### config.mk
export PLATFORM = sky130hd
export DESIGN_NAME = dpram_access_ctrl
export DESIGN_NICKNAME = d
export VERILOG_FILES = /design/src/rtl/dpram_access_ctrl.sv
export SDC_FILE = /design/constraint.sdc
export NUM_CORES = 1
export LEC_CHECK = 0
export ABC_AREA = 1
export BUFFER_PORTS_ARGS = -buffer_cell sky130_fd_sc_hd__buf_2
export CORE_ASPECT_RATIO = 0.75
export CORE_MARGIN = 5
export CORE_UTILIZATION = 34
export CTS_BUF_LIST = sky130_fd_sc_hd__clkbuf_4 sky130_fd_sc_hd__clkbuf_8 sky130_fd_sc_hd__clkbuf_16
export DETAILED_ROUTE_END_ITERATION = 10
export SETUP_SLACK_MARGIN = 0.15
export SYNTH_ARGS = -nofsm -noshare
export SYNTH_HDL_FRONTEND = slang
export SYNTH_SLANG_ARGS = --single-unit
### constraint.sdc
create_clock -name clk -period 1.9 [get_ports clk]
set_input_delay 0.38 -clock clk [delete_from_list [all_inputs] [get_ports clk]]
set_output_delay 0.38 -clock clk [all_outputs]
set_load 0.005 [all_outputs]
### src/rtl/dpram_access_ctrl.sv
// dpram_access_ctrl
//   Arbitrates two requesters (A and B) onto the two ports of a downstream
//   synchronous dual-port RAM. Port A always wins an address conflict that
//   involves a write. RAM drive is registered. Read data is returned two edges
//   after acceptance, directly from the RAM's registered output.
//
//   Optional build macro: DPRAM_INIT_CLEAR_EN
//     defined   : after reset the block spends 8 cycles clearing the RAM
//                 (port A clears 0..7, port B clears 8..15) and holds busy=1.
//     undefined : reset goes straight to RUN and busy is tied low.
//
// Ports
//   clk, rst_n                      clock, async active-low reset
//   req_x_valid/ready/we/addr/wdata requester command handshake (x = a, b)
//   rsp_x_valid, rsp_x_rdata        one-cycle read response strobe + data
//   ram_addr_x, ram_data_in_x,
//   ram_we_x                        registered RAM port drive
//   ram_data_out_x                  registered RAM read data
//   busy                            clear sequence in progress
//   collision_cnt                   saturating count of port-B stall cycles
//
// state | meaning
// INIT  | clearing RAM, no requests accepted
// RUN   | normal arbitration (terminal until reset)
module dpram_access_ctrl #(
  parameter int ADDR_W = 4,
  parameter int DATA_W = 8
) (
  input  logic              clk,
  input  logic              rst_n,

  input  logic              req_a_valid,
  output logic              req_a_ready,
  input  logic              req_a_we,
  input  logic [ADDR_W-1:0] req_a_addr,
  input  logic [DATA_W-1:0] req_a_wdata,

  input  logic              req_b_valid,
  output logic              req_b_ready,
  input  logic              req_b_we,
  input  logic [ADDR_W-1:0] req_b_addr,
  input  logic [DATA_W-1:0] req_b_wdata,

  output logic              rsp_a_valid,
  output logic [DATA_W-1:0] rsp_a_rdata,
  output logic              rsp_b_valid,
  output logic [DATA_W-1:0] rsp_b_rdata,

  output logic [ADDR_W-1:0] ram_addr_a,
  output logic [ADDR_W-1:0] ram_addr_b,
  output logic [DATA_W-1:0] ram_data_in_a,
  output logic [DATA_W-1:0] ram_data_in_b,
  output logic              ram_we_a,
  output logic              ram_we_b,
  input  logic [DATA_W-1:0] ram_data_out_a,
  input  logic [DATA_W-1:0] ram_data_out_b,

  output logic              busy,
  output logic [7:0]        collision_cnt
);

  typedef enum logic {
    ST_INIT = 1'b0,
    ST_RUN  = 1'b1
  } state_t;

  state_t state;
  state_t state_nxt;

  logic              clr_wr;
  logic              clr_last;
  logic [ADDR_W-1:0] clr_addr_a;
  logic [ADDR_W-1:0] clr_addr_b;

`ifdef DPRAM_INIT_CLEAR_EN
  localparam state_t RST_STATE = ST_INIT;

  // Down-counter: 7 on the first INIT cycle, terminal count 0 on the last.
  // The clear index k runs 0..7, i.e. the bitwise inverse of the count.
  logic [2:0] clr_cnt;
  logic [2:0] clr_k;

  always_ff @(posedge clk or negedge rst_n) begin
    if (!rst_n) begin
      clr_cnt <= 3'd7;
    end else if ((state == ST_INIT) && (clr_cnt != 3'd0)) begin
      clr_cnt <= clr_cnt - 3'd1;
    end
  end

  assign clr_k      = ~clr_cnt;
  assign clr_wr     = (state == ST_INIT);
  assign clr_last   = (state == ST_INIT) && (clr_cnt == 3'd0);
  assign clr_addr_a = ADDR_W'(clr_k);
  assign clr_addr_b = ADDR_W'(clr_k) + ADDR_W'(8);
  assign busy       = (state == ST_INIT);
`else
  localparam state_t RST_STATE = ST_RUN;

  assign clr_wr     = 1'b0;
  assign clr_last   = 1'b0;
  assign clr_addr_a = '0;
  assign clr_addr_b = '0;
  assign busy       = 1'b0;
`endif

  // State register
  always_ff @(posedge clk or negedge rst_n) begin
    if (!rst_n) begin
      state <= RST_STATE;
    end else begin
      state <= state_nxt;
    end
  end

  logic run;
  logic collision;
  logic acc_a;
  logic acc_b;

  // Next state and handshake outputs
  always_comb begin
    state_nxt   = state;
    run         = 1'b0;
    collision   = 1'b0;
    req_a_ready = 1'b0;
    req_b_ready = 1'b0;
    acc_a       = 1'b0;
    acc_b       = 1'b0;

    // Two reads of the same word never conflict; only a write does.
    collision = req_a_valid && req_b_valid &&
                (req_a_addr == req_b_addr) &&
                (req_a_we || req_b_we);

    case (state)
      ST_INIT: begin
        if (clr_last) begin
          state_nxt = ST_RUN;
        end
      end
      ST_RUN: begin
        run         = 1'b1;
        req_a_ready = 1'b1;
        req_b_ready = !collision;
      end
      default: begin
        state_nxt = RST_STATE;
      end
    endcase

    acc_a = req_a_valid && req_a_ready;
    acc_b = req_b_valid && req_b_ready;
  end

  // Registered RAM drive. Address and write data hold when idle so the RAM
  // port stays quiet; only the write enable drops.
  always_ff @(posedge clk or negedge rst_n) begin
    if (!rst_n) begin
      ram_we_a      <= 1'b0;
      ram_we_b      <= 1'b0;
      ram_addr_a    <= '0;
      ram_addr_b    <= '0;
      ram_data_in_a <= '0;
      ram_data_in_b <= '0;
    end else if (clr_wr) begin
      ram_we_a      <= 1'b1;
      ram_we_b      <= 1'b1;
      ram_addr_a    <= clr_addr_a;
      ram_addr_b    <= clr_addr_b;
      ram_data_in_a <= '0;
      ram_data_in_b <= '0;
    end else begin
      ram_we_a <= acc_a && req_a_we;
      ram_we_b <= acc_b && req_b_we;
      if (acc_a) begin
        ram_addr_a    <= req_a_addr;
        ram_data_in_a <= req_a_wdata;
      end
      if (acc_b) begin
        ram_addr_b    <= req_b_addr;
        ram_data_in_b <= req_b_wdata;
      end
    end
  end

  // Read response pipeline: stage 1 tracks the cycle the RAM sees the read,
  // stage 2 lines up with the RAM's registered output.
  logic rd_pend_a;
  logic rd_pend_b;

  always_ff @(posedge clk or negedge rst_n) begin
    if (!rst_n) begin
      rd_pend_a   <= 1'b0;
      rd_pend_b   <= 1'b0;
      rsp_a_valid <= 1'b0;
      rsp_b_valid <= 1'b0;
    end else begin
      rd_pend_a   <= acc_a && !req_a_we;
      rd_pend_b   <= acc_b && !req_b_we;
      rsp_a_valid <= rd_pend_a;
      rsp_b_valid <= rd_pend_b;
    end
  end

  assign rsp_a_rdata = ram_data_out_a;
  assign rsp_b_rdata = ram_data_out_b;

  // Saturating stall counter; frozen outside RUN.
  always_ff @(posedge clk or negedge rst_n) begin
    if (!rst_n) begin
      collision_cnt <= 8'd0;
    end else if (run && collision && (collision_cnt != 8'hFF)) begin
      collision_cnt <= collision_cnt + 8'd1;
    end
  end

endmodule

======== Word-level counts from Yosys, hierarchy flattened ========
Index checks and enable logic that the tools add are counted.
storage, ports and cells
  register bits after elaboration ......... 39
  input port bits ......................... 46
cells by class
  add/sub/neg operators ................... 1
  equality and inequality tests ........... 2
  multiplexer cells ....................... 2
  reductions and logical operators ........ 15
operators with widths
  cell                                                            count
  1-bit logical AND                                               11
  8-bit by 1-bit adder with 8-bit output (second input constant)  1
  8-bit inequality test (second input constant)                   1
  4-bit == test                                                   1
  1-bit zero test                                                 3
  1-bit 2-to-1 mux                                                2
  1-bit logical OR                                                1

======== Longest topological paths before layout ========
Gate-level depths: netlist of run 1.
  depth in word-level cells ............... 7
  gate-level depth with buffers ........... 9
  depth with buffers taken out ............ 9

======== Worst setup path after synthesis of run 1 ========
No wires, ideal clock.
  path kind ............................... register -> register
  start point ............................. reg collision_cnt[0]
  end point ............................... reg collision_cnt[7]
  data arrival time ....................... 1.351 ns
  required time ........................... 1.783 ns
  setup slack ............................. 0.432 ns
  stages on the path, launching flop included .. 9
  path buffers ............................ 1
  period minus slack after synthesis ...... 1.468 ns
  path through ............................ dfrtp_1 ha_1 nand2_1 nor2_1 nand4_1 clkbuf_1 nand3_1 nand2_1 nand2_1
between the ends
  cells in the longest elaborated chain, start to end .. 2
  elaborated cells on any way between the ends .. 3
RTL lines
  element                                                                         RTL line  text
  start: declaration                                                              59        output logic [7:0] collision_cnt
  start signal: assignment                                                        214       collision_cnt <= collision_cnt + 8'd1;
  branches (longest 2 deep; another with 8-bit by 1-bit adder with 8-bit output)  -
Parallel ways; which one is timed is not known.
A chain may end at the register's enable or synchronous reset.

======== Worst setup path in the final report of run 1 ========
  start point ............................. in req_b_addr[3]
  end point ............................... out req_b_ready
between the ends
  cells in the longest elaborated chain, start to end .. 5
RTL lines
  element             RTL line  text
  start: declaration  41        input logic [ADDR_W-1:0] req_b_addr,
  4-bit == test       133       (req_a_addr == req_b_addr) &&
  1-bit logical AND   132       collision = req_a_valid && req_b_valid &&
  1-bit logical AND   133
  1-bit zero test     145       req_b_ready = !collision;
  1-bit 2-to-1 mux    136       case (state)
  end: declaration    39        output logic req_b_ready,
Every way passes these cells.

==> impl_results.md, run 1 <==
* # setup viols final at 0
* Die H at about 75 um
* Cells after Synth at approximately 250
* Reg power frac at about half
* Reg-to-reg startpoint: collision_cnt[0]
* CP max stage cell: nor2_4
* Pwr/cell area at roughly 770 nW/um2
* Post-route DRC at 0
* Switch Pwr at 496 uW
* Synth Warn # at 0
* Final hold violation count at 0
* Clock Skews at around 0.0014 ns
* Run status: finished, final reports clean
* Clk pwr share at between 30 and 40%
* Synthesized net count at a little under 300
* Ratio of cells with drive above 1 in the final layout at roughly 29%
* Vias in the first global route at roughly 1600
* Die Wd at 96.8 um
* Nets at approximately 350
* #FFs+latches synth at 38
* Critical path's top delay family: simple AND/OR/NAND/NOR gates
* Placed instance area at 2230 um2
* Clk root buf: clkbuf_8
* First-pass GRT wire length at about 7700 um
* Vias at 1640
* Worst-path clk slew at roughly 0.070 ns
* Row cnt at 23
* Initial DRC Count at a little under 80
* P_leak at approximately 0.0013 uW
* H-tree depth at 2
* Tot GR Track Use at 13.2%
* F_max at approximately 630 MHz
* Max FO, Critical Path at 4
* Register area at between 900 and 1000 um2
* Critical Path RT at between 1.5 and 2 ns
* Clock Tree Buf Depth at 2
* Routed WL at ~4500 um
* Final slew viol count at 0
* Crit path cell chain: buf_2 > inv_1 > nand2_1 > nand2_1 > nor2_1 > nand3_1 > nor2_4 > inv_1 > buf_2
* Largest net degree at the start of global routing at 21
* Post-synthesis cell type count at 22
* Detail Placement HPWL at approximately 3400 um
* TritonCTS Sinks at 38
* Largest cells by area after synthesis: dfrtp_1 (50%), nand2_1 (19%), buf_4 (7.0%), nand3_1 (4.7%), inv_1 (4.1%)
* Initial antenna violation count at 1
* Pre-antenna DRT Iters at 4
* Setup Crit Path Kind: input port to output pin
* Multi-input logic area at between 700 and 800 um2
* Period utilization at between 80% and 90%
* Core area at roughly 5400 um2
* Critical path's largest stage delay at 0.14 ns
* Detail Route Antenna Nets at 0
* Final min period at between 1.5 and 2 ns
* Synth area leader: dfrtp_1
* WP buf/inv at 4
* Synthesized area per cell at 7.83 um2
* Comb power frac at between 15 and 20%
* Total CTS buffers at 5
* Grt ovf at 0
* CTS tree: built
* RSZ-0062 raised after global routing: false
* Initial Util at roughly 35%
* CP Data Arrival Time at ~1.2 ns
* Core Util, Final at 43.1%
* Max IR drop VDD at roughly 0.25 mV
* Post CTS Setup Buffer Count at 0
* Worst Setup End Kind: output pin
* Clock Latency Late Sink at 0.29 ns
* # port buffers at 66
* Post-Syn Area at roughly 1900 um2
* Sequential element share of the synthesized area at approximately 50%
* Pwr Total at 1790 uW
* # hold bufs at CTS at 0
* Resized cells post-CTS at 0
* Final setup TNS at 0 ns
* GP Congestion at a little under 0.9
* Area share of the largest cell type after synthesis at around 50%
* I/O pin total at a little over 100
* Final instance area at ~2300 um2
* Die Area at approximately 7300 um2
* Worst setup path startpoint: req_b_addr[3]
* Fillers at 579
* Sw frac at 27.6%
* # diodes at 0
* Layout overhead on the synthesized area at 21.4%
* Hold Slack at 0.0368 ns
* Max cap viols at 0
* Internal Power at around 1300 uW
* Hold crit path type: input port to asynchronous set/reset pin
* DR WL/cell at 12.0 um
* CP startpoint kind: input port
* Vias per cell at ~4.4
==> worst reg2reg max path, stage by stage, from the launching register on <==
cell,delay [ns]
dfrtp_1,0.42
ha_1,0.24
nand2_1,0.07
nor2_1,0.15
nand4_1,0.13
buf_4,0.18
nand4_1,0.10
nand2_1,0.06
nand2_1,0.06
==> cell type report <==
| cell class | instances | area share [%] |
|---|---|---|
| well taps | 75 | 4.03 |
| inverters | 23 | 3.71 |
| clock buffers | 6 | 3.54 |
| repair buffers | 71 | 16.3 |
| multi-input cells | 160 | 31.0 |
| clock inverters | 2 | 0.537 |
| flip-flops and latches | 38 | 40.8 |
==> cells by family (layout without fill, tap and decap cells) <==
group | count (synthesis) | in the layout | synth area share (%)
AOI/OAI and AO/OA | 6 | 6 | 1.76
xor gates and xnor gates | 3 | 3 | 1.37
adders and majority gates | 1 | 1 | 0.652
buffers and inverters | 47 | 102 | 13.2
DFF | 38 | 38 | 49.5
other | 2 | 2 | 0.391
and+or+nand+nor | 148 | 148 | 33.1
==> routing by layer <==
layer	vias up	share of wire, %	GRT usage (%)
li1	844	-	-
met5	-	0.16	0
met1	735	49	17.3
met4	2	1.1	3.74
met2	52	42	20.0
met3	7	8.2	5.74
==> cell usage after synthesis <==
library cell	n
nand2_1	99
dfrtp_1	38
inv_1	21
buf_4	18
nand3_1	18
nor2_1	16
nand4_1	9
o21ai_0	5
clkbuf_1	4
conb_1	2
inv_2	2
nor2_2	2
xor2_1	2
a21oi_2	1
buf_2	1
buf_6	1
ha_1	1
nand2_4	1
nand3b_1	1
nand4_4	1
nor3_1	1
xnor2_1	1
==> path summary, 6_finish.rpt <==
| check | endpoint | slack (ns) | depth (start not counted) |
|---|---|---|---|
| worst max register to register | collision_cnt[4] | 0.44 | 8 |
| worst max-delay path | req_b_ready | 0.32 | 9 |
| max in group asynchronous | collision_cnt[0] | 1.39 | 2 |
| min in group clk | rd_pend_b | 0.27 | 2 |
| worst min register to register | rsp_a_valid | 0.35 | 0 |
| worst min-delay path | rsp_b_valid | 0.04 | 1 |
==> placed cells by master (no fill, tap or decap), types with 4 or more instances in the layout <==
cell      count
nand2_1      99
buf_2        66
dfrtp_1      38
inv_1        21
nand3_1      18
nor2_1       15
nand4_1       9
clkbuf_8      6
o21ai_0       5
buf_4         4
==> power groups by stage <==
stage / Clock, uW / Combinational, uW / Sequential (uW)
2_1_floorplan: 0 / 160 / 943
3_3_place_gp: 0 / 294 / 939
3_5_place_dp: 0 / 298 / 938
4_1_cts: 607 / 299 / 922
5_1_grt: 653 / 340 / 932
6_report: 580 / 292 / 922
==> sequential cells by signal, indices dropped and copies added (netlist names), 4 cells and up <==
signal	flops
ram_data_in_a	8
ram_data_in_b	8
ram_addr_b	4
ram_addr_a	4
collision_cnt	8
==> per-stage QoR <==
stage / cells / worst slack [ns]
final: 375 / 0.317
after detailed placement: 367 / 0.243
after global routing: 375 / 0.189
after CTS: 375 / 0.237
after global placement: 367 / 0.266
after floorplan: 245 / 0.432
(Power assumes the default switching activity.)
==> run 2: changes to the inputs <==
--- a/config.mk
+++ b/config.mk
@@ -12,6 +12,7 @@
 export CORE_UTILIZATION = 34
 export CTS_BUF_LIST = sky130_fd_sc_hd__clkbuf_4 sky130_fd_sc_hd__clkbuf_8 sky130_fd_sc_hd__clkbuf_16
 export DETAILED_ROUTE_END_ITERATION = 10
+export PLACE_DENSITY = 0.66
 export SETUP_SLACK_MARGIN = 0.15
 export SYNTH_ARGS = -nofsm -noshare
 export SYNTH_HDL_FRONTEND = slang
==> constraint.sdc (replaced) <==
create_clock -name clk -period 1.3 [get_ports clk]
set_input_delay 0.26 -clock clk [delete_from_list [all_inputs] [get_ports clk]]
set_output_delay 0.26 -clock clk [all_outputs]
set_load 0.005 [all_outputs]
==> impl_results.md, run 2 (synthesized netlist as in run 1, its figures left out) <==
* # port buffers at 66
* Clk pwr share at 34.1%
* Row cnt at 23
* Die H at approximately 75 um
* Fillers at 547
* Biggest regs: collision_cnt x8, ram_data_in_a x8, ram_data_in_b x8
* Clk root buf: clkbuf_8
* Die Wd at 96.8 um
* Final setup margin at 0.000520 ns
* Total CTS buffers at 5
* Run status: finished, final reports clean
* Final hold violation count at 0
* Pre-antenna DRT Iters at 4
* Vias per cell at 4.43
* Most common cell after layout, fill and taps aside: nand2_1
* Tot GR Track Use at between 10 and 15%
* Worst slack at placement at -0.107 ns
* Initial antenna violation count at 0
* RSZ-0062 raised after global routing: true
* # setup viols final at 0
* Largest net degree at the start of global routing at 18
* Max FO, Critical Path at 7
* Non-filler instance count after layout at 414
* Register area at about 950 um2
* Initial Util at a little over a third
* Switch Pwr at around 770 uW
* Post-placement cell count at 392
* Clock Tree Buf Depth at 2
* Final setup TNS at 0 ns
* Routed WL at approximately 5200 um
* CP Data Arrival Time at between 1 and 1.5 ns
* Vias in the first global route at approximately 1700
* Core Util, Final at between 50% and 60%
* Critical Path RT at roughly 1.5 ns
* Max cap viols at 0
* Pwr/cell area at just over 1000 nW/um2
* I/O pin total at approximately 100
* Detail Placement HPWL at between 3000 and 4000 um
* Worst Setup End Kind: flip-flop
* Die Area at 7260 um2
* Period utilization at 100%
* F_max at between 700 and 800 MHz
* Most frequent cells in the layout: nand2_1 (78), buf_2 (57), dfrtp_1 (36)
* Clock Skews at roughly 0.00072 ns
* Nets at between 300 and 400
* Initial DRC Count at 84
* CP startpoint kind: flip-flop
* H-tree depth at 2
* P_leak at roughly 0.0016 uW
* Comb power frac at a little over a fifth
* Sw frac at 25.9%
* Max IR drop VDD at 0.587 mV
* Vias at around 1800
* Core area at about 5400 um2
* Multi-input logic area at roughly 860 um2
* CTS tree: built
* Worst-path clk slew at 0.07 ns
* Hold crit path type: input port to flip-flop
* Ratio of cells with drive above 1 in the final layout at between 40% and 50%
* DR WL/cell at about 13 um
* Reg power frac at roughly 45%
* Post-route DRC at 0
* Final min period at between 1 and 1.5 ns
* First-pass GRT wire length at around 8300 um
* # diodes at 0
* Internal Power at ~2200 uW
* Clock Latency Late Sink at about 0.29 ns
* Layout overhead on the synthesized area at 49.7%
* GP Congestion at approximately 0.84
* TritonCTS Sinks at 38
* Final slew viol count at 0
* Grt ovf at 0
* Hold Slack at between 0.15 and 0.2 ns
* Detail Route Antenna Nets at 0
* Setup Crit Path Kind: flip-flop to flip-flop
==> run 2: cell count changes in the layout (fill, tap and decap cells not counted), moves of 4 or more <==
cell / before / now
buf_2: 66 / 57
inv_1: 21 / 14
nand2_2: 0 / 16
buf_6: 0 / 15
buf_4: 4 / 35
inv_4: 0 / 4
nand2_1: 99 / 78
nand2_4: 1 / 6
==> run 2: what timing repair did <==
action                                  CTS  global route
hold endpoints to repair                 15             0
hold buffers                              1             0
buffers inserted                          5             8
endpoints found under the setup margin   14            30
cloned                                    0             1
resized for setup                        19            50
pin swaps                                14            16
==> run 2: power by group through the flow <==
stage               Combinational (uW)  Clock (uW)  Sequential, uW
finish                             625        1020            1340
global route                       699        1090            1350
detailed placement                 538           0            1360
global placement                   529           0            1360
floorplan                          237           0            1380
CTS                                565        1050            1340
==> run 2: layout make-up <==
cell class	count	area share, %
clock buffers	6	2.87
clock inverters	1	1.04
inverters	23	3.35
multi-input cells	161	29.8
flip-flops and latches	38	33.2
well taps	75	3.27
repair buffers	110	26.5
==> run 2: layer usage <==
metal / GRT usage [%] / share of wire (%)
met2: 22.0 / 45
met4: 4.98 / 1.1
met1: 19.1 / 47
met5: 0 / 0
met3: 5.19 / 7.7
==> run 2: critical path: stages, from the launching register on <==
cell	delay, ns
dfrtp_1	0.38
ha_2	0.20
nand2_2	0.07
nor2_4	0.04
nand4_1	0.12
buf_6	0.16
nand3_2	0.10
nand2_2	0.08
nand2_1	0.04
==> run 2: worst paths after layout <==
path | start | to | slack, ns | depth (start not counted)
worst min register to register | rd_pend_b | rsp_b_valid | 0.35 | 0
min in group asynchronous | rst_n | ram_addr_b[2] | 0.45 | 2
worst min-delay path | req_a_wdata[3] | ram_data_in_a[3] | 0.17 | 3
worst max-delay path | collision_cnt[0] | collision_cnt[7] | 0.0005 | 8
max in group asynchronous | rst_n | ram_data_in_b[1] | 0.39 | 3
worst max register to register | collision_cnt[0] | collision_cnt[7] | 0.0005 | 8
==> run 2: stage by stage <==
step	instance area, um2	power, uW
2_1_floorplan	1930	1620
3_3_place_gp	2420	1880
3_5_place_dp	2420	1900
4_1_cts	2640	2950
5_1_grt	2870	3140
6_report	2870	2980
